File: config.mk
export PLATFORM = sky130hd
export DESIGN_NAME = f2c_ring_arb_flat
export DESIGN_NICKNAME = d
export VERILOG_FILES = /design/src/rtl/f2c_ring_arb_pkg.sv /design/src/rtl/f2c_ring_arb_if.sv /design/src/rtl/f2c_ring_arb_rr_pick.sv /design/src/rtl/f2c_ring_arb.sv /design/src/flat_wrapper.sv
export SDC_FILE = /design/constraint.sdc
export NUM_CORES = 1
export LEC_CHECK = 0
export ABC_CLOCK_PERIOD_IN_PS = 9250
export CELL_PAD_IN_SITES_DETAIL_PLACEMENT = 1
export CELL_PAD_IN_SITES_GLOBAL_PLACEMENT = 2
export CORE_ASPECT_RATIO = 1.25
export CORE_UTILIZATION = 24
export CTS_CLUSTER_SIZE = 14
export DETAILED_ROUTE_END_ITERATION = 10
export PLACE_DENSITY_LB_ADDON = 0.1
export SYNTH_ARGS = -nofsm -noshare
export SYNTH_HDL_FRONTEND = slang
export SYNTH_SLANG_ARGS = --single-unit
File: constraint.sdc
create_clock -name clk -period 9.25 [get_ports clk]
set_input_delay 1.3875 -clock clk [delete_from_list [all_inputs] [get_ports clk]]
set_output_delay 1.3875 -clock clk [all_outputs]
set_load 0.02 [all_outputs]
File: src/rtl/f2c_ring_arb_pkg.sv
// Shared types and ring geometry for the FPGA-to-CPU ring arbiter and its neighbours.
package f2c_ring_arb_pkg;

  localparam int F2C_RB_DEPTH  = 256;
  localparam int F2C_RB_AWIDTH = 9;
  localparam int MAX_PKT_SIZE  = 16;
  localparam int FLIT_DW       = 32;
  localparam int QID_W         = 8;

  typedef struct packed {
    logic [FLIT_DW-1:0] data;
    logic               sop;
    logic               eop;
  } flit_lite_t;

  typedef struct packed {
    logic [QID_W-1:0] dsc_queue_id;
    logic [QID_W-1:0] pkt_queue_id;
    logic [15:0]      size;
  } pkt_desc_t;

  typedef enum logic {
    IDLE = 1'b0,
    XFER = 1'b1
  } arb_state_t;

  function automatic logic [15:0] sat_inc16(input logic [15:0] v);
    return (v == 16'hFFFF) ? v : v + 16'd1;
  endfunction

endpackage

File: src/rtl/f2c_ring_arb_if.sv
// Requester-side flit/descriptor buses and ring write ports of the arbiter.
interface f2c_ring_arb_if
  import f2c_ring_arb_pkg::*;
#(
  parameter int NUM_REQ = 4
) ();

  flit_lite_t [NUM_REQ-1:0]   req_flit;
  logic       [NUM_REQ-1:0]   req_valid;
  logic       [NUM_REQ-1:0]   req_ready;
  pkt_desc_t  [NUM_REQ-1:0]   req_desc;

  flit_lite_t                 pcie_pkt_buf_wr_data;
  logic                       pcie_pkt_buf_wr_en;
  logic [F2C_RB_AWIDTH-1:0]   pcie_pkt_buf_occup;
  pkt_desc_t                  pcie_desc_buf_wr_data;
  logic                       pcie_desc_buf_wr_en;
  logic [F2C_RB_AWIDTH-1:0]   pcie_desc_buf_occup;

  modport master (
    input  req_flit, req_valid, req_desc, pcie_pkt_buf_occup, pcie_desc_buf_occup,
    output req_ready, pcie_pkt_buf_wr_data, pcie_pkt_buf_wr_en,
           pcie_desc_buf_wr_data, pcie_desc_buf_wr_en
  );

  modport slave (
    output req_flit, req_valid, req_desc, pcie_pkt_buf_occup, pcie_desc_buf_occup,
    input  req_ready, pcie_pkt_buf_wr_data, pcie_pkt_buf_wr_en,
           pcie_desc_buf_wr_data, pcie_desc_buf_wr_en
  );

endinterface

File: src/rtl/f2c_ring_arb_rr_pick.sv
// Combinational round-robin picker: first set request after index 'last', wrapping.
module rr_pick #(
  parameter  int N = 4,
  localparam int W = $clog2(N)
) (
  input  logic [N-1:0] req,
  input  logic [W-1:0] last,
  output logic         found,
  output logic [W-1:0] idx
);

  int          pos;
  logic [W-1:0] pos_w;

  always_comb begin
    found = 1'b0;
    idx   = '0;
    pos   = 0;
    pos_w = '0;
    for (int k = 1; k <= N; k++) begin
      pos   = (int'(last) + k) % N;
      pos_w = W'(pos);
      if (!found && req[pos_w]) begin
        found = 1'b1;
        idx   = pos_w;
      end
    end
  end

endmodule

File: src/rtl/f2c_ring_arb.sv
// Packet-granular round-robin arbiter sharing the F2C packet and descriptor rings.
// Grant is taken only when both rings can hold a worst-case packet and held to eop.
module f2c_ring_arb
  import f2c_ring_arb_pkg::*;
#(
  parameter  int NUM_REQ       = 4,
  parameter  int MAX_PKT_FLITS = MAX_PKT_SIZE,
  parameter  int PIPE_SLACK    = 5,
  localparam int GW            = $clog2(NUM_REQ)
) (
  input  logic                 clk,
  input  logic                 rst,
  f2c_ring_arb_if.master       bus,
  output logic [GW-1:0]        grant_id,
  output logic                 busy,
  output logic [31:0]          pkt_count,
  output logic [15:0]          err_count
);

  localparam logic [F2C_RB_AWIDTH-1:0] PKT_LIMIT =
    F2C_RB_AWIDTH'(F2C_RB_DEPTH - PIPE_SLACK - MAX_PKT_FLITS);
  localparam logic [F2C_RB_AWIDTH-1:0] DESC_LIMIT =
    F2C_RB_AWIDTH'(F2C_RB_DEPTH - PIPE_SLACK);

  arb_state_t   state_q, state_d;
  logic [GW-1:0] grant_q, grant_d;
  logic [GW-1:0] last_q, last_d;
  logic [15:0]  cnt_q, cnt_d;
  flit_lite_t   wr_data_q, wr_data_d;
  logic         wr_en_q, wr_en_d;
  pkt_desc_t    desc_q, desc_d;
  logic         desc_en_q, desc_en_d;
  logic [31:0]  pkt_cnt_q, pkt_cnt_d;
  logic [15:0]  err_q, err_d;

  logic [NUM_REQ-1:0] cand;
  logic [NUM_REQ-1:0] nosop;
  logic               space_ok;
  logic               pick_found;
  logic [GW-1:0]      pick_idx;
  flit_lite_t         g_flit;
  pkt_desc_t          g_desc;

  always_comb begin
    cand  = '0;
    nosop = '0;
    for (int i = 0; i < NUM_REQ; i++) begin
      cand[i]  = bus.req_valid[i] &&  bus.req_flit[i].sop;
      nosop[i] = bus.req_valid[i] && !bus.req_flit[i].sop;
    end
  end

  assign space_ok = (bus.pcie_pkt_buf_occup < PKT_LIMIT) &&
                    (bus.pcie_desc_buf_occup < DESC_LIMIT);

  rr_pick #(.N(NUM_REQ)) u_pick (
    .req   (cand),
    .last  (last_q),
    .found (pick_found),
    .idx   (pick_idx)
  );

  // Stray non-sop flits are swallowed in IDLE so a broken requester cannot wedge the ring.
  always_comb begin
    bus.req_ready = '0;
    if (state_q == IDLE) bus.req_ready = nosop;
    else                 bus.req_ready[grant_q] = 1'b1;
  end

  always_comb begin
    state_d   = state_q;
    grant_d   = grant_q;
    last_d    = last_q;
    cnt_d     = cnt_q;
    wr_data_d = wr_data_q;
    wr_en_d   = 1'b0;
    desc_d    = desc_q;
    desc_en_d = 1'b0;
    pkt_cnt_d = pkt_cnt_q;
    err_d     = err_q;
    g_flit    = bus.req_flit[grant_q];
    g_desc    = bus.req_desc[grant_q];
    unique case (state_q)
      IDLE: begin
        if (|nosop) err_d = sat_inc16(err_q);
        if (space_ok && pick_found) begin
          grant_d = pick_idx;
          cnt_d   = '0;
          state_d = XFER;
        end
      end
      XFER: begin
        if (bus.req_valid[grant_q]) begin
          wr_en_d   = 1'b1;
          wr_data_d = g_flit;
          cnt_d     = sat_inc16(cnt_q);
          if (g_flit.sop && cnt_q != 16'd0) begin
            wr_data_d.sop = 1'b0;
            err_d         = sat_inc16(err_q);
          end
          if (g_flit.eop) begin
            desc_en_d   = 1'b1;
            desc_d      = g_desc;
            desc_d.size = sat_inc16(cnt_q);
            pkt_cnt_d   = pkt_cnt_q + 32'd1;
            last_d      = grant_q;
            state_d     = IDLE;
          end
        end
      end
      default: state_d = IDLE;
    endcase
  end

  always_ff @(posedge clk or posedge rst) begin
    if (rst) begin
      state_q   <= IDLE;
      grant_q   <= '0;
      last_q    <= GW'(NUM_REQ - 1);
      cnt_q     <= '0;
      wr_data_q <= '0;
      wr_en_q   <= 1'b0;
      desc_q    <= '0;
      desc_en_q <= 1'b0;
      pkt_cnt_q <= '0;
      err_q     <= '0;
    end else begin
      state_q   <= state_d;
      grant_q   <= grant_d;
      last_q    <= last_d;
      cnt_q     <= cnt_d;
      wr_data_q <= wr_data_d;
      wr_en_q   <= wr_en_d;
      desc_q    <= desc_d;
      desc_en_q <= desc_en_d;
      pkt_cnt_q <= pkt_cnt_d;
      err_q     <= err_d;
    end
  end

  assign bus.pcie_pkt_buf_wr_data  = wr_data_q;
  assign bus.pcie_pkt_buf_wr_en    = wr_en_q;
  assign bus.pcie_desc_buf_wr_data = desc_q;
  assign bus.pcie_desc_buf_wr_en   = desc_en_q;
  assign grant_id  = grant_q;
  assign busy      = (state_q == XFER);
  assign pkt_count = pkt_cnt_q;
  assign err_count = err_q;

endmodule
File: src/flat_wrapper.sv
// flat-port wrapper written by rule: the top's interface ports become plain ports
module f2c_ring_arb_flat import f2c_ring_arb_pkg::*;
#(
  parameter  int NUM_REQ       = 4,
  parameter  int MAX_PKT_FLITS = MAX_PKT_SIZE,
  parameter  int PIPE_SLACK    = 5,
  localparam int GW            = $clog2(NUM_REQ)
)
  (clk, rst, grant_id, busy, pkt_count, err_count, bus_req_flit, bus_req_valid, bus_req_desc, bus_pcie_pkt_buf_occup, bus_pcie_desc_buf_occup, bus_req_ready, bus_pcie_pkt_buf_wr_data, bus_pcie_pkt_buf_wr_en, bus_pcie_desc_buf_wr_data, bus_pcie_desc_buf_wr_en);
  f2c_ring_arb_if #(.NUM_REQ(NUM_REQ)) bus_i ();
  input  logic clk;
  input  logic rst;
  output logic [GW-1:0] grant_id;
  output logic busy;
  output logic [31:0] pkt_count;
  output logic [15:0] err_count;
  input wire logic [$bits(bus_i.req_flit)-1:0] bus_req_flit;
  input wire logic [$bits(bus_i.req_valid)-1:0] bus_req_valid;
  input wire logic [$bits(bus_i.req_desc)-1:0] bus_req_desc;
  input wire logic [$bits(bus_i.pcie_pkt_buf_occup)-1:0] bus_pcie_pkt_buf_occup;
  input wire logic [$bits(bus_i.pcie_desc_buf_occup)-1:0] bus_pcie_desc_buf_occup;
  output wire logic [$bits(bus_i.req_ready)-1:0] bus_req_ready;
  output wire logic [$bits(bus_i.pcie_pkt_buf_wr_data)-1:0] bus_pcie_pkt_buf_wr_data;
  output wire logic [$bits(bus_i.pcie_pkt_buf_wr_en)-1:0] bus_pcie_pkt_buf_wr_en;
  output wire logic [$bits(bus_i.pcie_desc_buf_wr_data)-1:0] bus_pcie_desc_buf_wr_data;
  output wire logic [$bits(bus_i.pcie_desc_buf_wr_en)-1:0] bus_pcie_desc_buf_wr_en;
  assign bus_i.req_flit = bus_req_flit;
  assign bus_i.req_valid = bus_req_valid;
  assign bus_i.req_desc = bus_req_desc;
  assign bus_i.pcie_pkt_buf_occup = bus_pcie_pkt_buf_occup;
  assign bus_i.pcie_desc_buf_occup = bus_pcie_desc_buf_occup;
  assign bus_req_ready = bus_i.req_ready;
  assign bus_pcie_pkt_buf_wr_data = bus_i.pcie_pkt_buf_wr_data;
  assign bus_pcie_pkt_buf_wr_en = bus_i.pcie_pkt_buf_wr_en;
  assign bus_pcie_desc_buf_wr_data = bus_i.pcie_desc_buf_wr_data;
  assign bus_pcie_desc_buf_wr_en = bus_i.pcie_desc_buf_wr_en;
  f2c_ring_arb #(.NUM_REQ(NUM_REQ), .MAX_PKT_FLITS(MAX_PKT_FLITS), .PIPE_SLACK(PIPE_SLACK)) u_core (.clk(clk), .rst(rst), .bus(bus_i), .grant_id(grant_id), .busy(busy), .pkt_count(pkt_count), .err_count(err_count));
endmodule
==> results of run 1 <==
==> worst register-to-register path, delay by kind of cell (launching register included) <==
family | cells | cell delay, ns
multiplexers | 1 | 0.41
buffers and inverters | 5 | 2.19
flip-flops | 1 | 0.33
AND/OR/NAND/NOR | 4 | 1.28
==> synth_stat cells, types with 2 or more instances <==
master | instances | area, sq um
and4_1 | 4 | 35.03
nand4_1 | 21 | 131.4
dfrtp_1 | 135 | 3378
clkbuf_1 | 22 | 82.58
or3_1 | 3 | 18.77
mux4_2 | 51 | 1149
o21ai_0 | 34 | 170.2
and3_1 | 3 | 18.77
buf_2 | 4 | 20.02
a21o_1 | 2 | 15.01
buf_1 | 11 | 41.29
mux2i_1 | 2 | 20.02
and2_1 | 4 | 25.02
inv_1 | 15 | 56.30
nand3b_1 | 2 | 15.01
nand2b_1 | 8 | 50.05
o31ai_1 | 4 | 30.03
xnor2_1 | 35 | 306.5
o22ai_1 | 3 | 18.77
or4_1 | 3 | 22.52
xor2_1 | 23 | 201.4
dfstp_2 | 2 | 52.55
mux2_2 | 34 | 382.9
nand2_1 | 118 | 442.9
nor3_1 | 19 | 95.09
nor2_1 | 32 | 120.1
nor4_1 | 9 | 56.30
a21oi_1 | 15 | 75.07
o21ai_1 | 3 | 15.01
nand3_1 | 27 | 135.1
ha_1 | 4 | 50.05
a31oi_1 | 6 | 37.54
==> routing by layer <==
layer / vias to the layer above / GRT usage / part of all wire
met1: 3259 / 0.2036 / 0.37
met5: - / 0 / 0.00047
li1: 3073 / - / -
met2: 220 / 0.3273 / 0.53
met3: 38 / 0.06457 / 0.077
met4: 2 / 0.06838 / 0.026
==> power breakdown <==
group / switching, mW / internal, mW
Clock: 0.275 / 0.501
Sequential: 0.160 / 0.795
Combinational: 0.822 / 0.807
==> per-stage QoR <==
stage / utilization / setup WS [ns]
floorplan: - / 4.198
global placement: 0.3734 / 3.758
detailed placement: 0.3734 / 3.740
CTS: 0.3955 / 4.189
global route: 0.3956 / 3.987
finish: 0.3956 / 4.478
==> how the worst max path moves through the flow <==
stage | slack (ns) | cells after the start | start | to
3_5_place_dp | 3.74 | 10 | bus_req_valid[3] | u_core.last_q[1]
6_report | 4.48 | 10 | bus_req_valid[3] | u_core.last_q[1]
2_1_floorplan | 4.20 | 1 | rst | u_core.bus.pcie_desc_buf_wr_data[0]
3_3_place_gp | 3.76 | 10 | bus_req_valid[3] | u_core.last_q[0]
4_1_cts | 4.19 | 10 | bus_req_valid[3] | u_core.last_q[1]
5_1_grt | 3.99 | 10 | bus_req_valid[3] | u_core.last_q[1]
==> logic make-up (layout without fill, tap and decap cells) <==
| kind of cell | after synthesis | after routing |
|---|---|---|
| simple gates | 259 | 259 |
| fa+ha+maj | 4 | 4 |
| other cells | 0 | 1 |
| xor+xnor | 58 | 58 |
| buf+inv | 53 | 400 |
| compound gates | 72 | 72 |
| mux | 87 | 87 |
| flops | 137 | 137 |
==> registers in the layout, indices dropped and copies added (netlist names) <==
register,cells
u_core.bus.pcie_desc_buf_wr_data,32
u_core.bus.pcie_desc_buf_wr_en,1
u_core.bus.pcie_pkt_buf_wr_data,34
u_core.bus.pcie_pkt_buf_wr_en,1
u_core.busy,1
u_core.cnt_q,16
u_core.err_count,16
u_core.grant_id,2
u_core.last_q,2
u_core.pkt_count,32
==> layout make-up <==
class,count,area (sq um)
diodes,1,2.502
clock buffers,22,474.2
clock inverters,10,190.2
fillers,3311,18200
inverters,16,65.06
multi-input cells,480,3735
flip-flops and latches,137,3436
well taps,401,501.7
repair buffers,352,3508
==> results.sh, run 1 <==
export IMPL_outcome="finished clean"
export IMPL_ctsHtreeMaxLevel=4
export IMPL_worst_hold_path_endpoint="u_core.bus.pcie_desc_buf_wr_data[23]"
export IMPL_drt_iter0_markers=206
export IMPL_track_usage=0.1859
export IMPL_core_area_sq_um=30120
export IMPL_synth_compound_area_frac=0.05490
export IMPL_finalCritPeriodShare=0.5159
export IMPL_postCtsSetupBuffers=0
export IMPL_synthCells=670
export IMPL_arrival_ns=5.13
export IMPL_synthSimpleGateAreaFrac=0.1647
export IMPL_cts_buffers=17
export IMPL_hold_buffers=0
export IMPL_clk_pin_slew_ns=0.06
export IMPL_leakage_nw=4.699
export IMPL_endpoint_kind="flip-flop"
export IMPL_grt_pass1_wl_um=43310
export IMPL_synth_top_flop_cell="dfrtp_1"
export IMPL_first_pass_iters=4
export IMPL_cpMaxStageDelayCell="nand2_2"
export IMPL_grt_start_max_net_pins=71
export IMPL_worstHoldPathType="flip-flop to flip-flop"
export IMPL_num_vias=6592
export IMPL_clock_sinks=137
export IMPL_drc=0
export IMPL_die_w_um=158.6
export IMPL_layout_area_overhead_vs_synth_pct=61.84
export IMPL_synthArstFlopShare=1.000
export IMPL_hold_slack_ns=0.4730
export IMPL_grt_pass1_vias=7424
export IMPL_via_per_inst=4.646
export IMPL_stdcell_count=1419
export IMPL_synthAdderAreaFrac=0.006799
export IMPL_clockBufferDepth=2
export IMPL_path_delay_family="buffers and inverters"
export IMPL_p_total_mw=3.360
export IMPL_setup_viol=0
export IMPL_ys_types=44
export IMPL_port_buffer_count=346
export IMPL_placed_area_sq_um=11250
export IMPL_placedCellCount=1386
export IMPL_dp_hpwl_um=21040
export IMPL_rsz0062_at_grt="false"
export IMPL_ctsResizeCount=0
export IMPL_slew_headroom=0.3198
export IMPL_p_per_area_nw_per_um2=282.0
export IMPL_crit_type="input port to flip-flop"
export IMPL_max_freq_mhz=209.6
export IMPL_drive_above_1_share=0.1308
export IMPL_hold_violations=0
export IMPL_antenna_found_initial=2
export IMPL_startpoint_type="input port"
export IMPL_irDropWorstVdd_mv=0.1151
export IMPL_cp_num_buf_inv=5
export IMPL_yosys_warnings=0
export IMPL_insertion_delay_ns=0.43
export IMPL_clock_skew_ns=0.009078
export IMPL_layout_nets=1296
export IMPL_die_h_um=197.8
export IMPL_synth_mux_area_frac=0.2108
export IMPL_slew_violations=0
export IMPL_synthXorXnorAreaFrac=0.06901
export IMPL_final_cell_mix="clkdlybuf4s50_1 (346), dfrtp_1 (133), nand2_1 (117)"
export IMPL_max_stage_delay_ns=0.75
export IMPL_cts_root_buf="clkbuf_16"
export IMPL_cts_tree="done"
export IMPL_min_period_ns=4.772
export IMPL_setup_tns_final_ns=0
export IMPL_start_util=0.2444
export IMPL_tightest_slew_ns=1.017
export IMPL_routedWlPerCell_um=19.45
export IMPL_crit_required_ns=9.61
export IMPL_timing_rr_start="u_core.grant_id[1]"
export IMPL_die_area_sq_um=31380
export IMPL_mostFrequentLayoutCell="clkdlybuf4s50_1"
export IMPL_drt_antenna_violating_nets=0
export IMPL_place_congestion=0.7611
export IMPL_synth_seq_area_share=0.4661
export IMPL_rows=71
export IMPL_worstHoldStart="u_core.bus.pcie_desc_buf_wr_data[23]"
export IMPL_r2r_end="u_core.last_q[1]"
export IMPL_synth_top_family_by_area="multiplexers"
export IMPL_wirelength_um=27600
export IMPL_cp_cell_sequence="clkdlybuf4s50_1, mux4_2, nand2_2, inv_2, buf_4, nand2_2, inv_1, buf_4, nand2_1, nand2_1"
export IMPL_r2r_cells=10
export IMPL_holdPathStages=2
export IMPL_synth_cell_area_sq_um=7361
export IMPL_rrSetupSlack_ns=5.00
export IMPL_syn_area_per_cell_sq_um=10.99
export IMPL_synth_seq_cells=137
export IMPL_cp_max_fo=50
export IMPL_syn_num_nets=962
export IMPL_stdcell_area_sq_um=11910
export IMPL_io_pins=411
export IMPL_overflow=0
export IMPL_drv_cap=0
export IMPL_synth_enable_flop_cells=0
Power figures use the tool's default switching activity.
==> run 2, diff against run 1 <==
--- a/config.mk
+++ b/config.mk
@@ -5,11 +5,11 @@
 export SDC_FILE = /design/constraint.sdc
 export NUM_CORES = 1
 export LEC_CHECK = 0
-export ABC_CLOCK_PERIOD_IN_PS = 9250
+export ABC_CLOCK_PERIOD_IN_PS = 4750
 export CELL_PAD_IN_SITES_DETAIL_PLACEMENT = 1
 export CELL_PAD_IN_SITES_GLOBAL_PLACEMENT = 2
 export CORE_ASPECT_RATIO = 1.25
-export CORE_UTILIZATION = 24
+export CORE_UTILIZATION = 22
 export CTS_CLUSTER_SIZE = 14
 export DETAILED_ROUTE_END_ITERATION = 10
 export PLACE_DENSITY_LB_ADDON = 0.1
==> constraint.sdc (replaced) <==
create_clock -name clk -period 4.75 [get_ports clk]
set_input_delay 0.7125 -clock clk [delete_from_list [all_inputs] [get_ports clk]]
set_output_delay 0.7125 -clock clk [all_outputs]
set_load 0.02 [all_outputs]
==> run 2 against run 1 <==
Against the previous run: clock skew grew 0.0084 ns; power increased by 91%; setup slack worse by 3.2 ns; the run now ends with design-rule violations left; clock power grew 78%; die area increased by 9.0%; via count decreased by 0.12%; utilization fell by 3.3 points; largest cell class unchanged; sequential share of layout area increased by 0.055 points; flip-flop and latch count is the same.
==> results.sh, run 2 (same netlist as run 1, synthesis figures left out) <==
export IMPL_leakage_nw=4.675
export IMPL_crit_type="flip-flop to primary output"
export IMPL_postCtsSetupBuffers=0
export IMPL_endpoint="bus_req_ready[3]"
export IMPL_drc=16
export IMPL_crit_required_ns=4.04
export IMPL_stdcell_area_sq_um=11890
export IMPL_insertion_delay_ns=0.44
export IMPL_hold_buffers=0
export IMPL_ctsHtreeMaxLevel=4
export IMPL_start_util=0.2246
export IMPL_drv_cap=0
export IMPL_hold_violations=0
export IMPL_cp_max_fo=32
export IMPL_timing_rr_start="u_core.grant_id[1]"
export IMPL_grt_start_max_net_pins=89
export IMPL_drt_iter0_markers=230
export IMPL_p_per_area_nw_per_um2=539.4
export IMPL_setup_tns_final_ns=0
export IMPL_grt_pass1_vias=7423
export IMPL_layout_nets=1297
export IMPL_irDropWorstVdd_mv=0.2195
export IMPL_rsz0062_at_grt="false"
export IMPL_cts_root_buf="clkbuf_16"
export IMPL_cp_startpoint="u_core.grant_id[1]"
export IMPL_arrival_ns=2.77
export IMPL_drt_antenna_violating_nets=0
export IMPL_cpMaxStageDelayCell="dfrtp_2"
export IMPL_cts_buffers=17
export IMPL_die_w_um=165.6
export IMPL_dp_hpwl_um=21790
export IMPL_clock_sinks=137
export IMPL_wirelength_um=28500
export IMPL_die_h_um=206.5
export IMPL_worst_slack_ns=1.270
export IMPL_endpoint_kind="primary output"
export IMPL_slew_headroom=0.2982
export IMPL_placed_area_sq_um=11290
export IMPL_tightest_slew_ns=1.052
export IMPL_r2r_cells=8
export IMPL_die_area_sq_um=34200
export IMPL_routedWlPerCell_um=19.80
export IMPL_io_pins=411
export IMPL_antenna_found_initial=4
export IMPL_worstHoldPathType="flip-flop to flip-flop"
export IMPL_via_per_inst=4.575
export IMPL_track_usage=0.1720
export IMPL_rows=74
export IMPL_setup_viol=0
export IMPL_clock_skew_ns=0.01752
export IMPL_grt_pass1_wl_um=44090
export IMPL_clk_pin_slew_ns=0.07
export IMPL_dp_worst_setup_slack_ns=1.101
export IMPL_core_area_sq_um=32780
export IMPL_num_vias=6584
export IMPL_overflow=0
export IMPL_finalCritPeriodShare=0.7327
export IMPL_ctsResizeCount=0
export IMPL_layout_area_overhead_vs_synth_pct=61.53
export IMPL_largest_register_ffs=34
export IMPL_min_period_ns=3.480
export IMPL_cp_cell_sequence="buf_4, nand3_1, o21ai_0, clkdlybuf4s50_1"
export IMPL_place_congestion=0.7598
export IMPL_first_pass_iters=10
export IMPL_cts_tree="done"
export IMPL_num_fill_cells=3668
export IMPL_drive_above_1_share=0.1326
export IMPL_clockBufferDepth=2
export IMPL_final_cell_mix="clkdlybuf4s50_1 (346), dfrtp_1 (133), nand2_1 (117)"
export IMPL_outcome="finished, violations left"
export IMPL_rrSetupSlack_ns=1.65
export IMPL_port_buffer_count=346
export IMPL_mostFrequentLayoutCell="clkdlybuf4s50_1"
export IMPL_violations="design-rule violations"
export IMPL_max_freq_mhz=287.3
export IMPL_max_stage_delay_ns=0.84
export IMPL_slew_violations=0
export IMPL_startpoint_type="flip-flop"
export IMPL_r2r_end="u_core.bus.pcie_desc_buf_wr_data[2]"
==> run 2: per-layer routing <==
layer	track usage	routed length [um]	vias to the layer above	share of wire
li1	-	-	3088	-
met1	0.1858	10740	3264	0.38
met2	0.3105	15020	214	0.53
met3	0.06683	2421	16	0.085
met4	0.05240	301	2	0.011
met5	0	13	-	0.00046
==> run 2: worst min path at each step <==
stage                                      end  depth (start not counted)  slack [ns]                  from
final                     u_core.pkt_count[31]                          1        0.47  u_core.pkt_count[31]
after global routing      u_core.pkt_count[31]                          1        0.49  u_core.pkt_count[31]
after CTS                 u_core.pkt_count[31]                          1        0.48  u_core.pkt_count[31]
after detailed placement  u_core.pkt_count[31]                          1        0.46  u_core.pkt_count[31]
after global placement    u_core.pkt_count[31]                          1        0.46  u_core.pkt_count[31]
after floorplan               u_core.last_q[0]                          2        0.45      u_core.last_q[0]
==> run 2: critical path: cells and delay by family (launching register included) <==
| family | cells | cell delay (ns) |
|---|---|---|
| flops | 1 | 0.84 |
| buf+inv | 2 | 1.19 |
| simple gates | 1 | 0.11 |
| compound gates | 1 | 0.16 |
==> run 2: stage by stage <==
step / instances / hold slack, ns / total power [mW] / utilization
detailed placement: 1404 / 0.4638 / 5.151 / 0.3444
floorplan: 670 / 0.4541 / 3.680 / -
global placement: 1404 / 0.4570 / 5.131 / 0.3444
finish: 1439 / 0.4692 / 6.414 / 0.3628
global route: 1439 / 0.4932 / 6.870 / 0.3628
CTS: 1436 / 0.4757 / 6.584 / 0.3625
==> run 2: final cells by class <==
| cell class | instances | area, sq um | area share |
|---|---|---|---|
| Antenna cell | 3 | 7.507 | 0.0006314 |
| Clock buffer | 20 | 456.7 | 0.03841 |
| Clock inverter | 12 | 138.9 | 0.01168 |
| Inverter | 16 | 65.06 | 0.005472 |
| Multi-Input combinational cell | 480 | 3735 | 0.3141 |
| Sequential cell | 137 | 3436 | 0.2890 |
| Tap cell | 418 | 523.0 | 0.04399 |
| Timing Repair Buffer | 353 | 3528 | 0.2967 |
==> run 2: power by group <==
group | leakage [nW] | internal (mW) | switching (mW)
combinational | 2.66 | 1.57 | 1.52
sequential | 1.73 | 1.55 | 0.400
clock | 0.280 | 0.808 | 0.569
total | 4.68 | 3.92 | 2.49
